[src/rtl/mem_ctrl.sv]
// Byte-serial memory controller between the load/store buffer, instruction fetch
// and a byte-wide RAM/IO bus; assembles little-endian words and pulses done per request.
module mem_ctrl #(
  parameter int IO_SEL_HI = 17,
  parameter int IO_SEL_LO = 16
) (
  input  logic        clk,
  input  logic        reset,
  input  logic        ready,
  input  logic        clear,
  input  logic        lsb_req,
  input  logic        lsb_type,
  input  logic [31:0] lsb_addr,
  input  logic [1:0]  lsb_len,
  input  logic [31:0] lsb_wdata,
  output logic        lsb_done,
  output logic [31:0] lsb_rdata,
  input  logic        if_req,
  input  logic [31:0] if_addr,
  output logic        if_done,
  output logic [31:0] if_data,
  input  logic [7:0]  mem_din,
  input  logic        io_buffer_full,
  output logic [7:0]  mem_dout,
  output logic [31:0] mem_a,
  output logic        mem_wr
);

  typedef enum logic [1:0] {IDLE, READ, WRITE, DONE} state_t;

  state_t      state_r, state_s;
  logic [2:0]  cnt_r, cnt_s;
  logic [2:0]  len_r, len_s;
  logic [31:0] base_r, base_s;
  logic [31:0] wdata_r, wdata_s;
  logic        fetch_r, fetch_s;
  logic [31:0] buf_r, buf_s;
  logic        ready_q_r;
  logic        mem_wr_r, mem_wr_s;
  logic        lsb_done_r, lsb_done_s;
  logic        if_done_r, if_done_s;
  logic [31:0] lsb_rdata_r, lsb_rdata_s;
  logic [31:0] if_data_r, if_data_s;
  logic [31:0] mem_a_r, mem_a_s;
  logic [7:0]  mem_dout_r, mem_dout_s;
  logic [2:0]  step_s;
  logic [31:0] byte_addr_s;
  logic [31:0] asm_s;

  function automatic logic is_io(input logic [31:0] a);
    return a[IO_SEL_HI:IO_SEL_LO] == 2'b11;
  endfunction

  function automatic logic [2:0] byte_count(input logic [1:0] len);
    case (len)
      2'b00:   return 3'd1;
      2'b01:   return 3'd2;
      default: return 3'd4;
    endcase
  endfunction

  // Next-state and next-output logic; everything holds while ready is low.
  always_comb begin
    state_s     = state_r;
    cnt_s       = cnt_r;
    len_s       = len_r;
    base_s      = base_r;
    wdata_s     = wdata_r;
    fetch_s     = fetch_r;
    buf_s       = buf_r;
    mem_wr_s    = mem_wr_r;
    lsb_done_s  = lsb_done_r;
    if_done_s   = if_done_r;
    lsb_rdata_s = lsb_rdata_r;
    if_data_s   = if_data_r;
    mem_a_s     = mem_a_r;
    mem_dout_s  = mem_dout_r;
    step_s      = cnt_r;
    byte_addr_s = base_r;
    asm_s       = buf_r;
    if (ready) begin
      lsb_done_s = 1'b0;
      if_done_s  = 1'b0;
      case (state_r)
        IDLE: begin
          if (lsb_req) begin
            base_s  = lsb_addr;
            len_s   = byte_count(lsb_len);
            fetch_s = 1'b0;
            cnt_s   = 3'd0;
            buf_s   = 32'h0000_0000;
            mem_a_s = lsb_addr;
            if (lsb_type) begin
              state_s    = WRITE;
              wdata_s    = lsb_wdata;
              mem_dout_s = lsb_wdata[7:0];
              mem_wr_s   = !(is_io(lsb_addr) && io_buffer_full);
            end else begin
              state_s  = READ;
              mem_wr_s = 1'b0;
            end
          end else if (if_req && !clear) begin
            state_s  = READ;
            base_s   = if_addr;
            len_s    = 3'd4;
            fetch_s  = 1'b1;
            cnt_s    = 3'd0;
            buf_s    = 32'h0000_0000;
            mem_a_s  = if_addr;
            mem_wr_s = 1'b0;
          end else begin
            state_s = IDLE;
          end
        end
        READ: begin
          if (clear) begin
            state_s  = IDLE;
            mem_wr_s = 1'b0;
          end else if (!ready_q_r) begin
            // first cycle after a freeze: address re-driven, capture on the next edge
            mem_a_s = mem_a_r;
          end else begin
            asm_s  = buf_r | (32'(mem_din) << {cnt_r, 3'b000});
            step_s = cnt_r + 3'd1;
            buf_s  = asm_s;
            cnt_s  = step_s;
            if (step_s == len_r) begin
              state_s = DONE;
              if (fetch_r) begin
                if_done_s = 1'b1;
                if_data_s = asm_s;
              end else begin
                lsb_done_s  = 1'b1;
                lsb_rdata_s = asm_s;
              end
            end else begin
              mem_a_s = base_r + 32'(step_s);
            end
          end
        end
        WRITE: begin
          // a byte only counts as written if it was actually driven this cycle
          step_s      = mem_wr_r ? cnt_r + 3'd1 : cnt_r;
          byte_addr_s = base_r + 32'(step_s);
          cnt_s       = step_s;
          if (step_s == len_r) begin
            state_s    = DONE;
            mem_wr_s   = 1'b0;
            lsb_done_s = 1'b1;
          end else begin
            mem_a_s    = byte_addr_s;
            mem_dout_s = 8'(wdata_r >> {step_s, 3'b000});
            mem_wr_s   = !(is_io(byte_addr_s) && io_buffer_full);
          end
        end
        DONE: begin
          state_s = IDLE;
        end
        default: begin
          state_s  = IDLE;
          mem_wr_s = 1'b0;
        end
      endcase
    end else begin
      state_s = state_r;
    end
  end

  // State, datapath and output registers.
  always_ff @(posedge clk) begin
    if (reset) begin
      state_r     <= IDLE;
      cnt_r       <= 3'd0;
      len_r       <= 3'd0;
      base_r      <= 32'h0000_0000;
      wdata_r     <= 32'h0000_0000;
      fetch_r     <= 1'b0;
      buf_r       <= 32'h0000_0000;
      ready_q_r   <= 1'b1;
      mem_wr_r    <= 1'b0;
      lsb_done_r  <= 1'b0;
      if_done_r   <= 1'b0;
      lsb_rdata_r <= 32'h0000_0000;
      if_data_r   <= 32'h0000_0000;
      mem_a_r     <= 32'h0000_0000;
      mem_dout_r  <= 8'h00;
    end else begin
      state_r     <= state_s;
      cnt_r       <= cnt_s;
      len_r       <= len_s;
      base_r      <= base_s;
      wdata_r     <= wdata_s;
      fetch_r     <= fetch_s;
      buf_r       <= buf_s;
      ready_q_r   <= ready;
      mem_wr_r    <= mem_wr_s;
      lsb_done_r  <= lsb_done_s;
      if_done_r   <= if_done_s;
      lsb_rdata_r <= lsb_rdata_s;
      if_data_r   <= if_data_s;
      mem_a_r     <= mem_a_s;
      mem_dout_r  <= mem_dout_s;
    end
  end

  assign mem_wr    = mem_wr_r & ready;
  assign lsb_done  = lsb_done_r;
  assign if_done   = if_done_r;
  assign lsb_rdata = lsb_rdata_r;
  assign if_data   = if_data_r;
  assign mem_a     = mem_a_r;
  assign mem_dout  = mem_dout_r;

endmodule

[config.mk]
export PLATFORM = sky130hd
export DESIGN_NAME = mem_ctrl
export DESIGN_NICKNAME = d
export VERILOG_FILES = /design/src/rtl/mem_ctrl.sv
export SDC_FILE = /design/constraint.sdc
export NUM_CORES = 1
export LEC_CHECK = 0
export BUFFER_PORTS_ARGS = -buffer_cell sky130_fd_sc_hd__buf_2
export CORE_MARGIN = 2
export CORE_UTILIZATION = 50
export DETAILED_ROUTE_END_ITERATION = 10
export PLACE_DENSITY = 0.77
export SETUP_SLACK_MARGIN = 0.5
export SYNTH_ARGS = -nofsm -noshare
export SYNTH_HDL_FRONTEND = slang
export SYNTH_SLANG_ARGS = --single-unit
[constraint.sdc]
create_clock -name clk -period 2.7 [get_ports clk]
set_input_delay 0 -clock clk [delete_from_list [all_inputs] [get_ports clk]]
set_output_delay 0 -clock clk [all_outputs]
set_load 0.02 [all_outputs]
## After elaboration in Yosys (flattened, before gate mapping)

Index checks and enable logic that the tools add are counted.
W data, S select, Z words.

| storage, ports and cells | value |
|---|---|
| bits in registers | 213 |
| bits of input ports | 114 |
| output and inout bits | 107 |

| operators by class | value |
|---|---|
| add/subtract/negate cells | 3 |
| equality and inequality tests | 19 |
| shift-type cells | 2 |
| multiplexer cells | 52 |
| bitwise operators | 4 |
| reduce and logical (&&, ||, !) cells | 22 |

Operators by type and width:

| operator | count |
|---|---|
| $mux W32 | 10 |
| $pmux W32 S3 | 1 |
| $add A32 B3 Y32 | 2 |
| $pmux W32 S2 | 1 |
| $or A32 B32 Y32 | 1 |
| $shl A8 B6 Y32 | 1 |
| $shr A32 B6 Y8 | 1 |
| $mux W8 | 3 |
| $mux W3 | 7 |
| $mux W1 | 18 |
| $ne A2 B2 Y1 const B | 8 |
| $pmux W8 S2 | 1 |
| $reduce_and A5 Y1 | 3 |
| $mux W2 | 6 |
| $reduce_and A4 Y1 | 3 |
| $reduce_and A6 Y1 | 2 |
| $ne A3 B3 Y1 const B | 3 |
| $pmux W3 S3 | 1 |
| $eq A2 B2 Y1 const B | 4 |
| $pmux W2 S4 | 1 |
| $reduce_and A7 Y1 | 1 |
| $eq A3 B3 Y1 | 2 |
| $pmux W3 S2 | 1 |
| $reduce_bool A2 Y1 | 3 |
| other kinds (11) | 18 |

## Depth between registers and ports, before layout

Gate-level depths: netlist (run 1).

| logic depth | value |
|---|---|
| depth after elaboration | 8 |
| gate-level depth with buffers | 11 |
| depth with buffers taken out | 10 |

## Least setup slack after synthesis (run 1)

Ideal clock, no wire load.

| path | value |
|---|---|
| kind | reg2reg |
| start point | register cnt_r[0] |
| end point | register mem_a_r[17] (netlist: mem_a[17]) |
| setup time | 117 ps |
| arrival time | 2784 ps |
| setup slack | -201 ps |
| stages on the path, launching flop included | 11 |
| path buffers | 1 |
| clock period less this slack | 2901 ps |
| cell sequence | dfxtp_1 > ha_1 > mux2_2 > clkbuf_1 > ha_1 > and3_1 > nor2_1 > a2bb2oi_1 > or2_2 > o311ai_0 > a22o_1 |

| on the way | value |
|---|---|
| cells in the longest elaborated chain, start to end | 6 |
| elaborated cells between the ends (all ways) | 14 |

RTL lines:

| element | line | source |
|---|---|---|
| from (decl) | 32 | `logic [2:0] cnt_r, cnt_s;` |
| from (signal assigned) | 189 | `cnt_r <= cnt_s;` |
| $add A3 B1 Y3 | 124, 143 |  |
| $add A32 B3 Y32 | 137 | `mem_a_s = base_r + 32'(step_s);` |
| $mux W32 | 127 | `if (step_s == len_r) begin` |
| $mux W32 | 119 | `end else if (!ready_q_r) begin` |
| $mux W32 | 116 | `if (clear) begin` |
| $pmux W32 S3 | 84 | `case (state_r)` |
| to (signal assigned) | 201 | `mem_a_r <= mem_a_s;` |
| to (decl) | 44 | `logic [31:0] mem_a_r, mem_a_s;` |

Parallel ways exist; a longest one is shown, timed or not. The select of a mux whose other input is x is not followed.
A chain may end at the register's enable or synchronous reset.

## Worst setup path after layout (run 1)

| path | value |
|---|---|
| start point | register cnt_r[1] |
| end point | register mem_wr_r |

| on the way | value |
|---|---|
| cells in the longest elaborated chain, start to end | 8 |
| elaborated cells between the ends (all ways) | 9 |

RTL lines:

| element | line | source |
|---|---|---|
| $add A3 B1 Y3 | 143 | `step_s = mem_wr_r ? cnt_r + 3'd1 : cnt_r;` |
| $mux W3 * | 143 |  |
| $add A32 B3 Y32 | 144 | `byte_addr_s = base_r + 32'(step_s);` |
| $eq A2 B2 Y1 | 51 | `return a[IO_SEL_HI:IO_SEL_LO] == 2'b11;` |
| $logic_and A1 B1 Y1 | 153 | `mem_wr_s = !(is_io(byte_addr_s) && io_buffer_full);` |
| $logic_not A1 Y1 | 153 |  |
| $mux W1 * | 146 | `if (step_s == len_r) begin` |
| $pmux W1 S3 * | 84 |  |
| to (signal assigned) | 196 | `mem_wr_r <= mem_wr_s;` |
| to (decl) | 39 | `logic mem_wr_r, mem_wr_s;` |

Mark *: on every way between the ends. The rest lies on a longest branch, timed or not.

==> results of run 1 <==
-- cell families (layout without fill, tap and decap cells) --
kind of cell,after synthesis,count (layout),share of synthesized area (%)
AOI/OAI and AO/OA,368,368,24.6
xor gates and xnor gates,21,21,2.22
adders and majority gates,13,13,1.74
buffers and inverters,121,482,5.17
DFF,213,213,41.8
muxes,51,51,6.04
and+or+nand+nor,413,413,18.5
-- worst register-to-register path: cells and delay by family, from the launching register on --
family / cells / cell delay [ps]
buffers and inverters: 1 / 180
AND/OR/NAND/NOR: 2 / 220
flip-flops: 1 / 360
XOR/XNOR: 2 / 430
adder cells (fa/ha/maj): 2 / 410
AO/OA/AOI/OAI: 4 / 910
-- metrics by stage --
| stage | util [%] | setup slack (ps) | TNS (ps) |
|---|---|---|---|
| global placement | 58.5 | 65.6 | 0 |
| detailed placement | 58.5 | 12.3 | 0 |
| finish | 72.5 | 80.7 | 0 |
| floorplan | - | 199 | 0 |
| global route | 72.5 | -57.3 | -72.2 |
| CTS | 70.2 | 243 | 0 |
-- cells in the mapped netlist (all sizes together), types with 10 or more instances --
master,n
o21ai,17
nor2,179
nor3,22
a22oi,13
buf,44
dfxtp,213
o211ai,11
mux2i,38
a21oi,128
inv,19
clkbuf,56
and3,11
o31ai,12
nand3,19
a211oi,112
ha,11
o311ai,10
nand4,20
nand2,111
xor2,11
and2,12
-- final timing paths --
path / startpoint / end
worst max-delay path: cnt_r[1] / mem_wr_r
worst max register to register: cnt_r[1] / mem_wr_r
worst min-delay path: lsb_addr[31] / mem_a[31]
worst min register to register: mem_a[6] / mem_a[6]
-- routing by layer --
layer	part of all wire, %	vias to the layer above	routed length (µm)	global-route usage, %
li1	-	5060	-	-
met1	39	5043	14000	37.7
met2	48	593	17100	51.8
met3	8.5	122	3030	5.34
met4	4.4	0	1560	12.0
met5	0	-	0	0
-- cell usage in the layout (no fill, tap or decap), types with 11 or more instances in the layout --
| cell type | synthesis | layout |
|---|---|---|
| buf_2 | 23 | 219 |
| dfxtp_1 | 213 | 209 |
| nor2_1 | 177 | 171 |
| a21oi_1 | 128 | 125 |
| dlygate4sd3_1 | 0 | 113 |
| nand2_1 | 111 | 109 |
| a211oi_1 | 107 | 103 |
| buf_4 | 6 | 67 |
| mux2i_1 | 38 | 38 |
| clkbuf_16 | 0 | 26 |
| nand4_1 | 20 | 20 |
| inv_1 | 19 | 18 |
| nor3_1 | 21 | 18 |
| nand3_1 | 19 | 15 |
| a22oi_1 | 13 | 12 |
| o211ai_1 | 11 | 11 |
-- area by class of cell --
cell class              count  area (µm²)
clock buffers              30         642
flip-flops and latches    213        4270
fillers                  1426        5540
inverters                  21        78.8
clock inverters            11         164
repair buffers            420        3080
multi-input cells         866        5990
well taps                 270         338
-- state kept, by name, summed over array words and instances, names as in the netlist --
signal     count
base_r        32
buf_r         32
if_data       32
lsb_rdata     32
mem_a         32
wdata_r       32
mem_dout       8
cnt_r          3
len_r          3
state_r        2
fetch_r        1
if_done        1
lsb_done       1
mem_wr_r       1
ready_q_r      1
-- power breakdown --
| part | internal (W) | switching [W] |
|---|---|---|
| registers | 0.00336 | 0.000198 |
| clock network | 0.00206 | 0.00133 |
| logic | 0.000972 | 0.00139 |
| total | 0.00639 | 0.00291 |
-- repair_timing --
item                                    in CTS  in global routing
gates resized for setup                     57                 61
hold buffers                               113                  0
pin swaps                                   23                 29
endpoints found under the setup margin      59                115
hold endpoints to repair                   154                  0
buffers inserted                            16                 12
gates cloned                                 2                  4
==> flow_summary_export.csv, run 1 <==
group,metric,value,unit
grt,grt_overflow,0,
worst_setup_path,r2r_slack,80,ps
timing,relSlewSlack,45.9,%
floorplan,io_pins,221,
synth,synth_area_leaders,"dfxtp_1, a211oi_1, nor2_1",
floorplan,initial_utilization,50.8,%
worst_setup_path,worstSetupPathType,"flip-flop to flip-flop",
worst_setup_path,r2r_cells,11,
floorplan,die_h,147,µm
worst_setup_path,crit_arrival,3030,ps
synth,synth_top_area_share,41.8,%
worst_setup_path,crit_fanout,4,
synth,synth_area_per_cell,8.51,µm²
power,power_density,638,nW/µm²
place,hpwlAfterDp,21500,µm
worst_setup_path,cp.required,3110,ps
routing,vias,10818,
power,vdd_ir_drop_max,536,µV
place,dp.cells,1643,
timing,rsz0062_at_grt,"yes",
final_layout,final_cells,1831,
synth,ys_async_sr_fraction,0,%
synth,synth_edf_count,0,
place,gp_congestion,0.921,
power,p_leak,5.72,nW
worst_setup_path,endpoint_kind,"flip-flop",
floorplan,placeableCoreArea,20100,µm²
routing,wire_per_inst,19.5,µm
timing,report.final.slew_viol_count,0,
final_layout,nNetsFinal,1672,
routing,drc_errors,0,
worst_hold_path,hold_depth,5,
worst_setup_path,cpMostUsedCell,"ha_4",
routing,first_iter_violations,990,
synth,ys_types,73,
cts,cts_made_buffers,23,
routing,vias_per_cell,5.91,
timing,period_share,97.0,%
synth,syn-instance-count,1200,
grt,grt_usage,30.1,%
place,portBuffers,220,
final_layout,drive_gt1_share,29.4,%
timing,fmax,0.382,GHz
synth,synth_area,10200,µm²
cts,htreeDepth,1,
worst_setup_path,cpLargestDelayFamily,"compound AO/OA/AOI/OAI gates",
cts,clk_path_buf_depth,3,
synth,yosys_register_bits,213,
grt,antenna_found_initial,0,
worst_setup_path,worst_setup_path_start_kind,"flip-flop",
grt,grt_pass1_wl,53700,µm
worst_setup_path,crit_path_cell_trace,"ha_4, and2_4, xor2_4, ha_4, a21o_1, o211ai_1, buf_4, nor3_2, xor2_1, a311o_1, a311oi_1",
worst_setup_path,cp_slowest_stage_delay,360,ps
cts,tritoncts,"built",
worst_hold_path,min_path_type,"input port to flip-flop",
place,placed_area,11800,µm²
worst_setup_path,path_buf_inv,1,
cts,clk_latency,520,ps
timing,skew,15.5,ps
routing,dr.pass1.iters,6,
cts,clk_pin_slew_worst_paths,60,ps
synth,synth-main-ff-cell,"dfxtp_1",
timing,timing.final.hold_violations,2,
grt,grt_max_degree,85,
floorplan,dieArea,21600,µm²
timing,worst_slew_pin_slew,808,ps
cts,cts-root-buf,"clkbuf_16",
timing,setup_viol,0,
power,power,0.00930,W
status,violations,"hold timing",
final_layout,fin_area,14600,µm²
job,max-cap-violations,0,
synth,synth_nets,1327,
final_layout,syn_to_final_growth,42.7,%
synth,ys_seq_area_share,41.8,%
timing,hold_ws,-11.6,ps
routing,postRouteAntennaNets,0,
synth,yosys.area.top_type,"dfxtp_1",
worst_setup_path,slowest_stage,"dfxtp_2",
final_layout,n_antenna_cell,0,
floorplan,num_rows,52,
routing,routed_wl,35700,µm
status,status,"finished with violations",
synth,yosys_warnings,0,
worst_setup_path,worstSetupPathDepth,11,
floorplan,die_w,147,µm
cts,cts_sinks,213,
grt,grt_pass1_vias,10474,
timing,period_needed,2620,ps
(Power assumes the default switching activity.)
==> run 2, diff against run 1 <==
--- a/config.mk
+++ b/config.mk
@@ -7,9 +7,10 @@
 export LEC_CHECK = 0
 export BUFFER_PORTS_ARGS = -buffer_cell sky130_fd_sc_hd__buf_2
 export CORE_MARGIN = 2
-export CORE_UTILIZATION = 50
+export CORE_UTILIZATION = 51
+export CTS_BUF_LIST = sky130_fd_sc_hd__clkbuf_2
 export DETAILED_ROUTE_END_ITERATION = 10
-export PLACE_DENSITY = 0.77
+export PLACE_DENSITY = 0.79
 export SETUP_SLACK_MARGIN = 0.5
 export SYNTH_ARGS = -nofsm -noshare
 export SYNTH_HDL_FRONTEND = slang
==> run 2 against run 1 <==
Non-clock buffer count rose by 61. Register-to-register slack gained 50 ps. Count of clock-buffer cells in the layout grew 39. Cell count rose by 5.6%. Cell area rose by 2.3%. The flow now finishes without violations. Power is 13% lower.
==> flow_summary_export.csv, run 2 (synthesis gave the netlist of run 1 again) <==
group,metric,value,unit
worst_setup_path,worstSetupPathType,"flip-flop to flip-flop",
cts,clk_latency,880,ps
routing,first_iter_violations,1063,
grt,antenna_found_initial,1,
grt,grt_overflow,0,
cts,tritoncts,"built",
cts,cts_sinks,213,
worst_setup_path,cp_slowest_stage_delay,370,ps
cts,clk_path_buf_depth,3,
final_layout,final_cell_mix,"buf_2, dfxtp_1, nor2_1",
timing,setup_slack,126,ps
floorplan,num_rows,51,
cts,cts-root-buf,"clkbuf_2",
final_layout,fill_cells,1309,
power,vdd_ir_drop_max,391,µV
timing,rsz0062_at_grt,"yes",
grt,grt_pass1_vias,11459,
cts,clk_pin_slew_worst_paths,130,ps
floorplan,placeableCoreArea,19500,µm²
place,gp_congestion,0.932,
timing,period_needed,2570,ps
timing,timing.final.hold_violations,0,
timing,relSlewSlack,29.7,%
routing,drc_errors,0,
worst_setup_path,cp.required,3400,ps
grt,grt_pass1_wl,57600,µm
timing,setup_viol,0,
final_layout,syn_to_final_growth,46.0,%
place,hpwlAfterDp,21500,µm
floorplan,die_h,145,µm
final_layout,layout_commonest_cell,"buf_2",
floorplan,initial_utilization,52.3,%
routing,vias_per_cell,6.07,
grt,grt_max_degree,100,
routing,wire_per_inst,20.2,µm
routing,postRouteAntennaNets,0,
timing,report.final.slew_viol_count,0,
worst_setup_path,r2r_slack,130,ps
place,portBuffers,220,
grt,grt_usage,32.9,%
floorplan,io_pins,221,
worst_setup_path,cpMostUsedCell,"ha_4",
worst_setup_path,crit_fanout,3,
floorplan,die_w,145,µm
timing,fmax,0.389,GHz
status,status,"finished clean",
final_layout,ff_latch_area,4270,µm²
floorplan,dieArea,21200,µm²
timing,period_share,95.3,%
place,pre_cts_ws,59.1,ps
power,p_leak,6.01,nW
routing,vias,11740,
routing,dr.pass1.iters,5,
cts,cts_made_buffers,52,
power,power_density,544,nW/µm²
worst_hold_path,min_path_type,"input port to flip-flop",
job,max-cap-violations,0,
timing,worst_slew_pin_slew,1050,ps
worst_setup_path,crit_path_cell_trace,"ha_4, and2_4, xor2_4, ha_4, a21o_1, o211ai_1, buf_4, nor3_2, xor2_1, a311o_1, a311oi_1",
cts,htreeDepth,2,
routing,routed_wl,39200,µm
final_layout,drive_gt1_share,30.5,%
worst_setup_path,crit_arrival,3270,ps
worst_setup_path,endpoint_kind,"flip-flop",
timing,skew,109,ps
final_layout,nNetsFinal,1762,
timing,setup_tns,0,ps
final_layout,multi_input_area,5960,µm²
timing,hold_ws,67.6,ps
worst_setup_path,worst_setup_path_start_kind,"flip-flop",
worst_setup_path,slowest_stage,"dfxtp_2",
run 2: report_power, final:
group	switching, W	leakage [nW]	total (W)	internal [W]
combinational	0.00141	3.94	0.00247	0.00107
clock	0.00137	0.330	0.00208	0.000715
sequential	0.000202	1.73	0.00356	0.00336
run 2: final timing paths:
path / start / endpoint / cells past startpoint
worst max-delay path: cnt_r[1] / mem_wr_r / 11
worst min-delay path: mem_din[1] / buf_r[17] / 4
worst max register to register: cnt_r[1] / mem_wr_r / 11
worst min register to register: mem_a[16] / mem_a[16] / 2
run 2: metal layers:
layer | up-vias | part of all wire [%] | track usage (%)
met3 | 182 | 8.5 | 6.65
met2 | 700 | 49 | 57.5
li1 | 5289 | - | -
met1 | 5569 | 37 | 38.4
met4 | 0 | 5.2 | 16.5
met5 | - | 0 | 0
run 2: final cells by class:
type / instances / area share, %
Clock buffer: 69 / 2.32
Clock inverter: 18 / 0.621
Sequential cell: 213 / 28.7
Timing Repair Buffer: 481 / 25.7
Antenna cell: 1 / 0.0168
Tap cell: 265 / 2.22
Inverter: 21 / 0.529
Multi-Input combinational cell: 866 / 40.0
run 2: per-stage QoR:
stage	instance area, µm²	std cells	power [W]	util, %
finish	14900	1934	0.00811	76.3
global route	14900	1934	0.00846	76.3
CTS	14300	1908	0.00786	73.3
detailed placement	11800	1639	0.00555	60.3
global placement	11800	1639	0.00551	60.3
floorplan	10300	1200	0.00486	-
run 2: what timing repair did:
action,4_1_cts,5_1_grt
gates cloned,4,8
hold endpoints to repair,213,0
setup endpoints to repair,68,97
hold buffers,159,0
resized for setup,63,56
pin swaps,38,40
buffers inserted,19,17
run 2: worst max-delay path, delay by kind of cell (launching register included):
| kind | cells | cell delay, ps |
|---|---|---|
| compound gates | 4 | 910 |
| fa+ha+maj | 2 | 390 |
| xor+xnor | 2 | 390 |
| flops | 1 | 370 |
| simple gates | 2 | 220 |
| buf+inv | 1 | 190 |
==> run 3, diff against run 2 <==
--- a/config.mk
+++ b/config.mk
@@ -11,7 +11,6 @@
 export CTS_BUF_LIST = sky130_fd_sc_hd__clkbuf_2
 export DETAILED_ROUTE_END_ITERATION = 10
 export PLACE_DENSITY = 0.79
-export SETUP_SLACK_MARGIN = 0.5
 export SYNTH_ARGS = -nofsm -noshare
 export SYNTH_HDL_FRONTEND = slang
 export SYNTH_SLANG_ARGS = --single-unit
==> run 3 against run 2 <==
Routed wire length about the same. Non-clock buffer count increased by 4. Clock skew decreased by 43 ps. Critical path type unchanged. Cell count is 1.0% higher. Critical endpoint is now mem_a[9]. First-iteration DRC count up 14%. Clock power up 18%. Largest cell class unchanged. Sequential share of layout area up 0.70 points. Combinational power shrank 6%. Largest power group unchanged.
==> flow_summary_export.csv, run 3 (synthesis gave the netlist of run 1 again) <==
group,metric,value,unit
status,status,"finished clean",
routing,first_iter_violations,1208,
worst_setup_path,path_buf_inv,1,
timing,timing.final.hold_violations,0,
timing,setup_viol,0,
routing,dr.pass1.iters,7,
timing,hold_ws,51.7,ps
timing,fmax,0.372,GHz
routing,wire_per_inst,20.0,µm
final_layout,nNetsFinal,1769,
grt,antenna_found_initial,5,
floorplan,die_h,145,µm
worst_setup_path,crit_path_cell_trace,"ha_4, mux2_4, ha_1, and3_4, o211ai_1, buf_4, and2_4, o21ai_0, a221o_1, a21oi_2",
final_layout,layout_commonest_cell,"buf_2",
cts,cts_made_buffers,55,
floorplan,dieArea,21200,µm²
worst_setup_path,slowest_stage,"dfxtp_2",
worst_hold_path,min_path_type,"input port to flip-flop",
worst_setup_path,crit_arrival,3470,ps
power,power,0.00834,W
routing,drc_errors,0,
routing,vias_per_cell,5.96,
power,vdd_ir_drop_max,370,µV
worst_setup_path,worstSetupPathType,"flip-flop to flip-flop",
timing,report.final.slew_viol_count,0,
job,max-cap-violations,0,
routing,postRouteAntennaNets,0,
timing,skew,65.4,ps
worst_setup_path,worst_setup_path_start_kind,"flip-flop",
final_layout,syn_to_final_growth,42.4,%
worst_setup_path,cp_slowest_stage_delay,350,ps
cts,cts_sinks,213,
grt,grt_overflow,0,
timing,setup_tns,0,ps
worst_setup_path,cp.required,3480,ps
worst_setup_path,cpLargestDelayFamily,"compound AO/OA/AOI/OAI gates",
power,p_leak,5.83,nW
floorplan,initial_utilization,52.3,%
timing,period_share,99.6,%
final_layout,fill_cells,1397,
grt,grt_max_degree,95,
timing,period_needed,2690,ps
grt,grt_usage,35.5,%
timing,rsz0062_at_grt,"yes",
floorplan,die_w,145,µm
place,portBuffers,220,
place,hpwlAfterDp,21200,µm
cts,clk_pin_slew_worst_paths,110,ps
worst_setup_path,endpoint_kind,"flip-flop",
worst_setup_path,crit_fanout,6,
cts,cts-root-buf,"clkbuf_2",
timing,worst_slew_pin_slew,942,ps
cts,clk_path_buf_depth,3,
floorplan,num_rows,51,
routing,routed_wl,39100,µm
final_layout,final_cell_mix,"buf_2, dlygate4sd3_1, dfxtp_1",
routing,vias,11643,
place,gp_congestion,0.968,
timing,relSlewSlack,36.9,%
cts,htreeDepth,2,
power,power_density,574,nW/µm²
grt,grt_pass1_wl,61100,µm
floorplan,io_pins,221,
grt,grt_pass1_vias,11822,
cts,clk_latency,890,ps
cts,tritoncts,"built",
floorplan,placeableCoreArea,19500,µm²
final_layout,drive_gt1_share,24.8,%
run 3: routing by layer:
metal  vias up  share of wire, %  global-route usage, %  wire, µm
met2       714                49                   61.9     19100
li1       5309                 -                      -         -
met3       208               8.4                   7.08      3270
met4         2               6.5                   23.3      2550
met5         -             0.033                      0        13
met1      5410                36                   39.5     14200
run 3: area by class of cell:
cell class	count	area, µm²	area share [%]
Antenna cell	4	10.0	0.0689
Inverter	21	78.8	0.542
Tap cell	265	332	2.28
Sequential cell	213	4270	29.4
Clock buffer	77	385	2.65
Timing Repair Buffer	485	3730	25.7
Multi-Input combinational cell	866	5580	38.4
Clock inverter	23	150	1.03
run 3: worst register-to-register path, stage by stage (launching register included):
cell      delay [ps]
dfxtp_2          350
ha_4             270
mux2_4           300
ha_1             300
and3_4           190
o211ai_1         270
buf_4            210
and2_4           170
o21ai_0           90
a221o_1          340
a21oi_2          110
run 3: power by group:
| group | leakage [nW] | switching (W) | total [W] | internal (W) |
|---|---|---|---|---|
| sequential | 1.73 | 0.000206 | 0.00356 | 0.00336 |
| combinational | 3.71 | 0.00134 | 0.00233 | 0.000998 |
| clock | 0.387 | 0.00147 | 0.00245 | 0.000976 |
| total | 5.83 | 0.00301 | 0.00834 | 0.00533 |
run 3: repair_timing:
item	in CTS	in global routing
hold buffers	214	0
setup endpoints to repair	7	28
setup buffers	0	2
endpoints found under the hold margin	213	0
gates resized for setup	2	32
gates cloned	0	0
pin swaps	0	6
run 3: worst paths after layout:
| kind | startpoint | end | slack [ps] | cells past startpoint |
|---|---|---|---|---|
| max | cnt_r[0] | mem_a[9] | 10 | 10 |
| min | mem_din[5] | buf_r[13] | 50 | 4 |
| max reg2reg | cnt_r[0] | mem_a[9] | 10 | 10 |
| min reg2reg | mem_a[26] | mem_a[26] | 460 | 2 |
run 3: through the flow:
| step | worst slack [ps] | cells | utilization [%] | cell area, µm² |
|---|---|---|---|---|
| after CTS | 7.79 | 1948 | 73.8 | 14400 |
| after floorplan | 7.65 | 1200 | - | 10200 |
| final | 11.6 | 1954 | 74.4 | 14500 |
| after global placement | 56.3 | 1634 | 59.8 | 11700 |
| after detailed placement | -37.9 | 1634 | 59.8 | 11700 |
| after global routing | -76.4 | 1954 | 74.4 | 14500 |
